### src/rtl/rx_packet_buffer.sv
// Packet-level receive FIFO (64 bytes) between usb_rx and the AHB-Lite bulk endpoint.
// Optional discarded-packet counter enabled by defining RX_BUF_ERR_COUNT_EN.
module rx_packet_buffer (
  input  logic       clk,
  input  logic       n_rst,
  input  logic [2:0] rx_packet,
  input  logic [7:0] rx_packet_data,
  input  logic       store_rx_packet_data,
  input  logic       get_rx_data,
  input  logic       flush,
  output logic [7:0] rx_data,
  output logic [6:0] buffer_occupancy,
  output logic       rx_data_ready,
  output logic       rx_overrun,
  output logic       rx_error,
  output logic [7:0] error_count
);

  localparam logic [2:0] PktNone     = 3'd0;
  localparam logic [2:0] PktDataRx   = 3'd3;
  localparam logic [2:0] PktDataDone = 3'd4;
  localparam logic [2:0] PktError    = 3'd7;

  localparam logic [1:0] StIdle = 2'd0;
  localparam logic [1:0] StRecv = 2'd1;
  localparam logic [1:0] StDrop = 2'd2;

  logic [1:0] state_q, state_d;
  logic [6:0] wr_ptr_q, wr_ptr_d;
  logic [6:0] cm_ptr_q, cm_ptr_d;
  logic [6:0] rd_ptr_q, rd_ptr_d;
  logic [6:0] wr_next;
  logic [7:0] rx_data_q;
  logic       overrun_q, overrun_d;
  logic       error_q, error_d;
  logic [7:0] mem [64];

  logic [6:0] occupancy;
  logic       full;
  logic       pop_en;
  logic       write_en;
  logic       discard;
  logic       pkt_end;

  // Full counts speculative bytes too: wr_ptr may run ahead of cm_ptr.
  assign occupancy = cm_ptr_q - rd_ptr_q;
  assign full      = (wr_ptr_q - rd_ptr_q) == 7'd64;
  assign pop_en    = get_rx_data && (occupancy != 7'd0) && !flush;
  assign pkt_end   = (rx_packet == PktError) || (rx_packet == PktNone);

  always_comb begin
    state_d   = state_q;
    wr_ptr_d  = wr_ptr_q;
    cm_ptr_d  = cm_ptr_q;
    rd_ptr_d  = rd_ptr_q;
    overrun_d = overrun_q;
    error_d   = error_q;
    write_en  = 1'b0;
    discard   = 1'b0;
    wr_next   = wr_ptr_q + {6'd0, store_rx_packet_data};

    if (flush) begin
      state_d   = StIdle;
      wr_ptr_d  = 7'd0;
      cm_ptr_d  = 7'd0;
      rd_ptr_d  = 7'd0;
      overrun_d = 1'b0;
      error_d   = 1'b0;
    end else begin
      if (pop_en) begin
        rd_ptr_d = rd_ptr_q + 7'd1;
      end

      case (state_q)
        StIdle: begin
          if (rx_packet == PktDataRx) begin
            state_d = StRecv;
          end
        end
        StRecv: begin
          if (store_rx_packet_data && full) begin
            overrun_d = 1'b1;
            state_d   = StDrop;
          end else begin
            write_en = store_rx_packet_data;
            wr_ptr_d = wr_next;
            // A byte strobed alongside DATA_DONE is part of the commit.
            if (rx_packet == PktDataDone) begin
              cm_ptr_d = wr_next;
              state_d  = StIdle;
            end else if (pkt_end) begin
              wr_ptr_d = cm_ptr_q;
              discard  = 1'b1;
              state_d  = StIdle;
            end
          end
        end
        StDrop: begin
          if (pkt_end || (rx_packet == PktDataDone)) begin
            wr_ptr_d = cm_ptr_q;
            discard  = 1'b1;
            state_d  = StIdle;
          end
        end
        default: begin
          state_d = StIdle;
        end
      endcase

      error_d = error_q | discard;
    end
  end

  always_ff @(posedge clk or negedge n_rst) begin
    if (!n_rst) begin
      state_q   <= StIdle;
      wr_ptr_q  <= 7'd0;
      cm_ptr_q  <= 7'd0;
      rd_ptr_q  <= 7'd0;
      overrun_q <= 1'b0;
      error_q   <= 1'b0;
    end else begin
      state_q   <= state_d;
      wr_ptr_q  <= wr_ptr_d;
      cm_ptr_q  <= cm_ptr_d;
      rd_ptr_q  <= rd_ptr_d;
      overrun_q <= overrun_d;
      error_q   <= error_d;
    end
  end

  always_ff @(posedge clk or negedge n_rst) begin
    if (!n_rst) begin
      rx_data_q <= 8'h00;
    end else if (pop_en) begin
      rx_data_q <= mem[rd_ptr_q[5:0]];
    end
  end

  always_ff @(posedge clk) begin
    if (write_en) begin
      mem[wr_ptr_q[5:0]] <= rx_packet_data;
    end
  end

`ifdef RX_BUF_ERR_COUNT_EN
  logic [7:0] err_cnt_q;

  always_ff @(posedge clk or negedge n_rst) begin
    if (!n_rst) begin
      err_cnt_q <= 8'h00;
    end else if (flush) begin
      err_cnt_q <= 8'h00;
    end else if (discard && (err_cnt_q != 8'hFF)) begin
      err_cnt_q <= err_cnt_q + 8'h01;
    end
  end

  assign error_count = err_cnt_q;
`else
  assign error_count = 8'h00;
`endif

  assign rx_data          = rx_data_q;
  assign buffer_occupancy = occupancy;
  assign rx_data_ready    = occupancy != 7'd0;
  assign rx_overrun       = overrun_q;
  assign rx_error         = error_q;

endmodule

### config.mk
export PLATFORM = sky130hd
export DESIGN_NAME = rx_packet_buffer
export DESIGN_NICKNAME = d
export VERILOG_FILES = /design/src/rtl/rx_packet_buffer.sv
export SDC_FILE = /design/constraint.sdc
export NUM_CORES = 1
export LEC_CHECK = 0
export BUFFER_PORTS_ARGS = -buffer_cell sky130_fd_sc_hd__buf_2
export CORE_MARGIN = 4
export CORE_UTILIZATION = 53
export CTS_CLUSTER_SIZE = 25
export DETAILED_ROUTE_END_ITERATION = 10
export HOLD_SLACK_MARGIN = 0.15
export PLACE_DENSITY_LB_ADDON = 0.05
export SLEW_MARGIN = 30
export SYNTH_ARGS = -nofsm -noshare
export SYNTH_HDL_FRONTEND = slang
export SYNTH_SLANG_ARGS = --single-unit
### constraint.sdc
create_clock -name clk -period 11.75 [get_ports clk]
set_clock_uncertainty 0.1 [all_clocks]
set_input_delay 1.7625 -clock clk [delete_from_list [all_inputs] [get_ports clk]]
set_output_delay 1.7625 -clock clk [all_outputs]
set_load 0.1 [all_outputs]
== Word level (Yosys, flattened, before mapping) ==
Memory sizes are Yosys's and may differ from the RTL's. A register that Yosys moved wholly into a read port is not among the register bits.
Index checks and enable logic that the tools add are counted.

* Input port bits: 16
* Logic and storage cells: 76
* RAM bits: 512
* Output and inout port bits: 26
* Bits in registers: 25
* Memories: 1

{| class="wikitable"
|+ Memories
! name !! words !! width !! rd ports !! clocked after Yosys merged registers in !! wr ports !! line !! text
|-
| mem || 64 || 8 || 1 || 1 || 1 || 36 || <nowiki>logic [7:0] mem [64];</nowiki>
|}

* Multiplexer cells: 34
* Bitwise operators: 1
* Add/sub/neg operators: 4
* Reduce and logical (&&, ||, !) cells: 19
* Equal/unequal tests: 11

{| class="wikitable"
|+ Operator list
! cell !! number
|-
| 7-bit two-way mux || 11
|-
| 1-bit two-way mux || 14
|-
| 7-bit one-hot mux with 2 select lines || 1
|-
| 7-bit subtractor || 2
|-
| 2-bit two-way mux || 6
|-
| 3-bit inequality test, second input constant || 3
|-
| 3-bit AND reduction || 3
|-
| 2-bit nonzero test || 4
|-
| 7-bit by 1-bit adder with 7-bit output || 1
|-
| 7-bit by 1-bit adder with 7-bit output, second input constant || 1
|-
| 7-bit == test, second input constant || 1
|-
| 7-bit nonzero test || 1
|-
| 3-bit == test, second input constant || 2
|-
| 2-bit one-hot mux with 3 select lines || 1
|-
| 5-bit inequality test, second input constant || 1
|-
| 3-bit by 2-bit == test with 1-bit output, second input constant || 1
|-
| 1-bit logical AND || 3
|-
| 3-bit logical NOT || 1
|-
| 3-bit nonzero test || 1
|-
| 2-bit by 1-bit == test with 1-bit output, second input constant || 1
|-
| 2-bit == test, second input constant || 1
|-
| 1-bit logical NOT || 2
|-
| 2-bit logical NOT || 1
|-
| 1-bit logical OR || 2
|-
| 4 further kinds || 4
|}

== Logic depth before layout (Yosys ltp) ==
* Depth after elaboration: 9
* Depth in mapped cells: 12

== Worst setup path after synthesis ==
Ideal clock, no wire load.

* Path kind: reg-to-output
* Start point: register rd_ptr_q[2]
* End point: output port rx_data_ready
* Data arrival time: 3.942 ns
* Required time: 9.888 ns
* Path buffers: 2
* Stages on the path, launching flop included: 11
* Path slack: 5.945 ns
* Path through: dfrtp_1 buf_2 inv_1 buf_1 ha_1 nor2b_1 o31a_1 a21oi_1 a2111o_1 nor3_4 inv_2

* Word-level cells in the longest chain between the ends: 2

{| class="wikitable"
|+ Ends and longest elaborated chain
! element !! line !! text
|-
| start, declared || 31 || <nowiki>logic [6:0] rd_ptr_q, rd_ptr_d;</nowiki>
|-
| start signal, assigned || 126 || <nowiki>rd_ptr_q <= rd_ptr_d;</nowiki>
|-
| 7-bit subtractor || 46 || <nowiki>assign occupancy = cm_ptr_q - rd_ptr_q;</nowiki>
|-
| net buffer_occupancy[4] || 12 || <nowiki>output logic [6:0] buffer_occupancy,</nowiki>
|-
| 7-bit nonzero test || 166 || <nowiki>assign rx_data_ready = occupancy != 7'd0;</nowiki>
|-
| end, declared || 13 || <nowiki>output logic rx_data_ready,</nowiki>
|}

The timed path passes the listed nets, and every way through them passes these cells.

== Final worst setup path ==
* Start point: register rd_ptr_q[2]
* End point: output port rx_data_ready

* Word-level cells in the longest chain between the ends: 2

{| class="wikitable"
|+ Ends and longest elaborated chain
! element !! line
|-
| 7-bit subtractor || 46
|-
| 7-bit nonzero test || 166
|}

Every way passes these cells.

==> results.json <==
{
  "antenna_found_initial": 0,
  "pwr_density_cell_nw_per_um2": 192,
  "ys_warn_count": 0,
  "h-tree-depth": 2,
  "gp_congestion": 0.816,
  "die_height_um": 214,
  "synth_xor_area_frac": 0.00427,
  "end_kind": "output port",
  "cp-startpoint": "rd_ptr_q[2]",
  "reg2reg_to": "mem[21][6]",
  "grt_pass1_wl_mm": 78.7,
  "worstHoldStart": "rx_data[6]",
  "ys_seq_area_frac": 0.717,
  "ys_seq_elements": 545,
  "final_nets": 1284,
  "initial_core_util": 0.537,
  "clock_latency_ps": 600,
  "leakage_nw": 7.96,
  "avgSynthCellArea_um2": 18.7,
  "drtAntennaViolNets": 0,
  "syn_inst": 1208,
  "max_freq_mhz": 165,
  "coreArea_um2": 42000,
  "grt-ovfl-total": 0,
  "nFillCells": 3155,
  "dr.pass1.iters": 5,
  "drc": 0,
  "worstPathRequired_ps": 9890,
  "post_cts_resize_count": 0,
  "fp.dieArea_um2": 46000,
  "finalPower_mw": 4.75,
  "synth_edf_count": 512,
  "tightestPinTransition_ps": 1040,
  "ys_types": 71,
  "io_pins": 42,
  "muxShareOfSynthArea": 0.151,
  "fin_setup_tns_ps": 0,
  "cts_tree": "built",
  "area_growth_pct": 9.39,
  "timing.hold.ws_ps": 406,
  "critPathMaxStageDelay_ps": 540,
  "wl_per_cell_um": 28.8,
  "synthFlopType": "edfxtp_1",
  "grt.total_usage": 0.232,
  "setup_viol": 0,
  "worst_ep_arrival_time_ps": 4180,
  "min_period_ps": 6050,
  "clock_path_buffers": 3,
  "crit_slowest_cell": "inv_1",
  "path_clk_slew_ps": 60,
  "rsz0062_at_grt": "no",
  "synthSimpleGateAreaFrac": 0.0503,
  "synth_top_family_by_area": "multiplexers",
  "cts_root_buf": "clkbuf_16",
  "seq_area_um2": 16200,
  "synth_fa_ha_area_frac": 0.0109,
  "dp_hpwl_mm": 31.5,
  "cts_hold_buf": 0,
  "rrSetupSlack_ps": 6770,
  "worstPathCellList": "buf_4 > inv_1 > ha_1 > nor2b_1 > o31a_1 > or4_1 > nand3_1 > nor3_4 > inv_2 > buf_2",
  "final-hold-violation-count": 0,
  "vias_per_cell": 6.24,
  "postCtsSetupRepairBufs": 0,
  "status": "finished, final reports clean",
  "rr_startpoint": "rd_ptr_q[2]",
  "endpoint": "rx_data_ready",
  "max_slew_margin": 0.307,
  "cts_sinks": 545,
  "critPathKind": "reg -> out",
  "layout-drive-gt1-share": 0.185,
  "multi_input_area_um2": 5790,
  "grt_start_max_net_pins": 101,
  "dieWidth_um": 214,
  "async_flop_share": 0.0606,
  "crit_path_max_fanout": 43,
  "netlist_area_um2": 22600,
  "synth_compound_area_frac": 0.0391,
  "wl_mm": 52.8,
  "hp-class": "reg -> reg",
  "grt_pass1_vias": 11316,
  "report.final.slew_viol_count": 0,
  "cp-start-kind": "register",
  "max-cap-violations": 0,
  "cts_buffers": 55,
  "vias": 11441,
  "initialDrtViolationCount": 1084,
  "r2r_cells": 10,
  "ir_drop_v": 0.000232,
  "num_rows": 75,
  "numPortBuffers": 33,
  "finalCritPeriodShare": 0.515
}
-- stage by stage --
stage | instance area, um^2 | setup slack, ps | util | cells
after global placement | 23100 | 6390 | 0.549 | 1731
after floorplan | 22600 | 5950 | - | 1215
after CTS | 24700 | 5710 | 0.587 | 1833
after detailed placement | 23100 | 6360 | 0.549 | 1731
after global routing | 24700 | 5550 | 0.587 | 1833
final | 24700 | 5700 | 0.588 | 1834
-- where the power goes --
group          leakage, nW  internal, mW  switching [mW]
sequential            5.03          2.15          0.0637
combinational         2.15         0.323           0.625
clock                0.777         0.882           0.709
-- registers in the layout, summed over array words and instances, names as in the netlist --
name and flops:
cm_ptr_q 7, mem 512, rd_ptr_q 7, rx_data 8, rx_error 1, rx_overrun 1, state_q 2, wr_ptr_q 7
-- metal layers --
metal	vias to the layer above	routed length (um)	track usage
met3	70	3680	0.0411
met1	5977	23500	0.359
met2	406	24300	0.345
met5	-	0	0
li1	4988	-	-
met4	0	1360	0.0679
-- cells by family (layout without fill, tap and decap cells) --
logic type / after synthesis / count (layout)
adder cells (fa/ha/maj): 19 / 19
AND/OR/NAND/NOR: 245 / 245
XOR/XNOR: 11 / 11
multiplexers: 164 / 164
other: 1 / 9
flip-flops: 545 / 545
buffers and inverters: 96 / 175
AO/OA/AOI/OAI: 127 / 127
-- critical path, delay by kind of cell, from the launching register on --
family	cells	cell delay (ps)
and+or+nand+nor	4	870
DFF	1	340
buffers and inverters	4	1560
AOI/OAI and AO/OA	1	270
adders and majority gates	1	500
-- final cells by class --
type,instances,area share
flip-flops and latches,545,0.656
multi-input cells,574,0.235
clock buffers,71,0.0582
well taps,539,0.0273
repair buffers,52,0.0131
clock inverters,31,0.00735
inverters,21,0.00319
diodes,1,0.000101
-- Yosys cell counts (13+ instances only) --
cell type,number,area (um^2)
mux4_2,93,2090
edfxtp_1,512,15400
ha_1,18,225
nand2_1,46,173
buf_2,18,90.1
nor3_1,16,80.1
o21ai_0,21,105
or3_1,13,81.3
buf_4,13,97.6
clkbuf_1,20,75.1
nand3_1,19,95.1
a21oi_1,21,105
nor2_1,114,428
dfrtp_1,33,826
inv_1,19,71.3
mux2i_1,24,240
mux4_1,36,946
-- how the worst min path moves through the flow --
stage / to / slack, ps / cells after the start
4_1_cts: rx_data[5] / 410 / 1
3_5_place_dp: rx_data[5] / 400 / 1
5_1_grt: rx_data[5] / 430 / 1
2_1_floorplan: cm_ptr_q[0] / 410 / 2
3_3_place_gp: rx_data[5] / 390 / 1
6_report: rx_data[6] / 410 / 1
-- layout by cell type, fill, tap and decap left out, types with 4 or more instances in the layout --
| master | count |
|---|---|
| a211oi_1 | 9 |
| a21oi_1 | 21 |
| a221oi_1 | 8 |
| a22oi_1 | 9 |
| a31oi_1 | 11 |
| buf_2 | 32 |
| buf_4 | 19 |
| clkbuf_1 | 16 |
| clkbuf_16 | 55 |
| clkinv_1 | 17 |
| clkinv_2 | 7 |
| clkinvlp_4 | 4 |
| conb_1 | 8 |
| dfrtp_1 | 30 |
| edfxtp_1 | 512 |
| ha_1 | 18 |
| inv_1 | 19 |
| mux2_2 | 11 |
| mux2i_1 | 24 |
| mux4_1 | 36 |
| mux4_2 | 93 |
| nand2_1 | 46 |
| nand3_1 | 19 |
| nand3b_1 | 5 |
| nor2_1 | 114 |
| nor2b_1 | 5 |
| nor3_1 | 16 |
| nor4_1 | 5 |
| o21ai_0 | 21 |
| o21ai_1 | 6 |
| o22ai_1 | 5 |
| o41ai_1 | 4 |
| or3_1 | 13 |
| or4_1 | 6 |
| xnor2_1 | 7 |
| xor2_1 | 4 |
(Power assumes the default switching activity.)
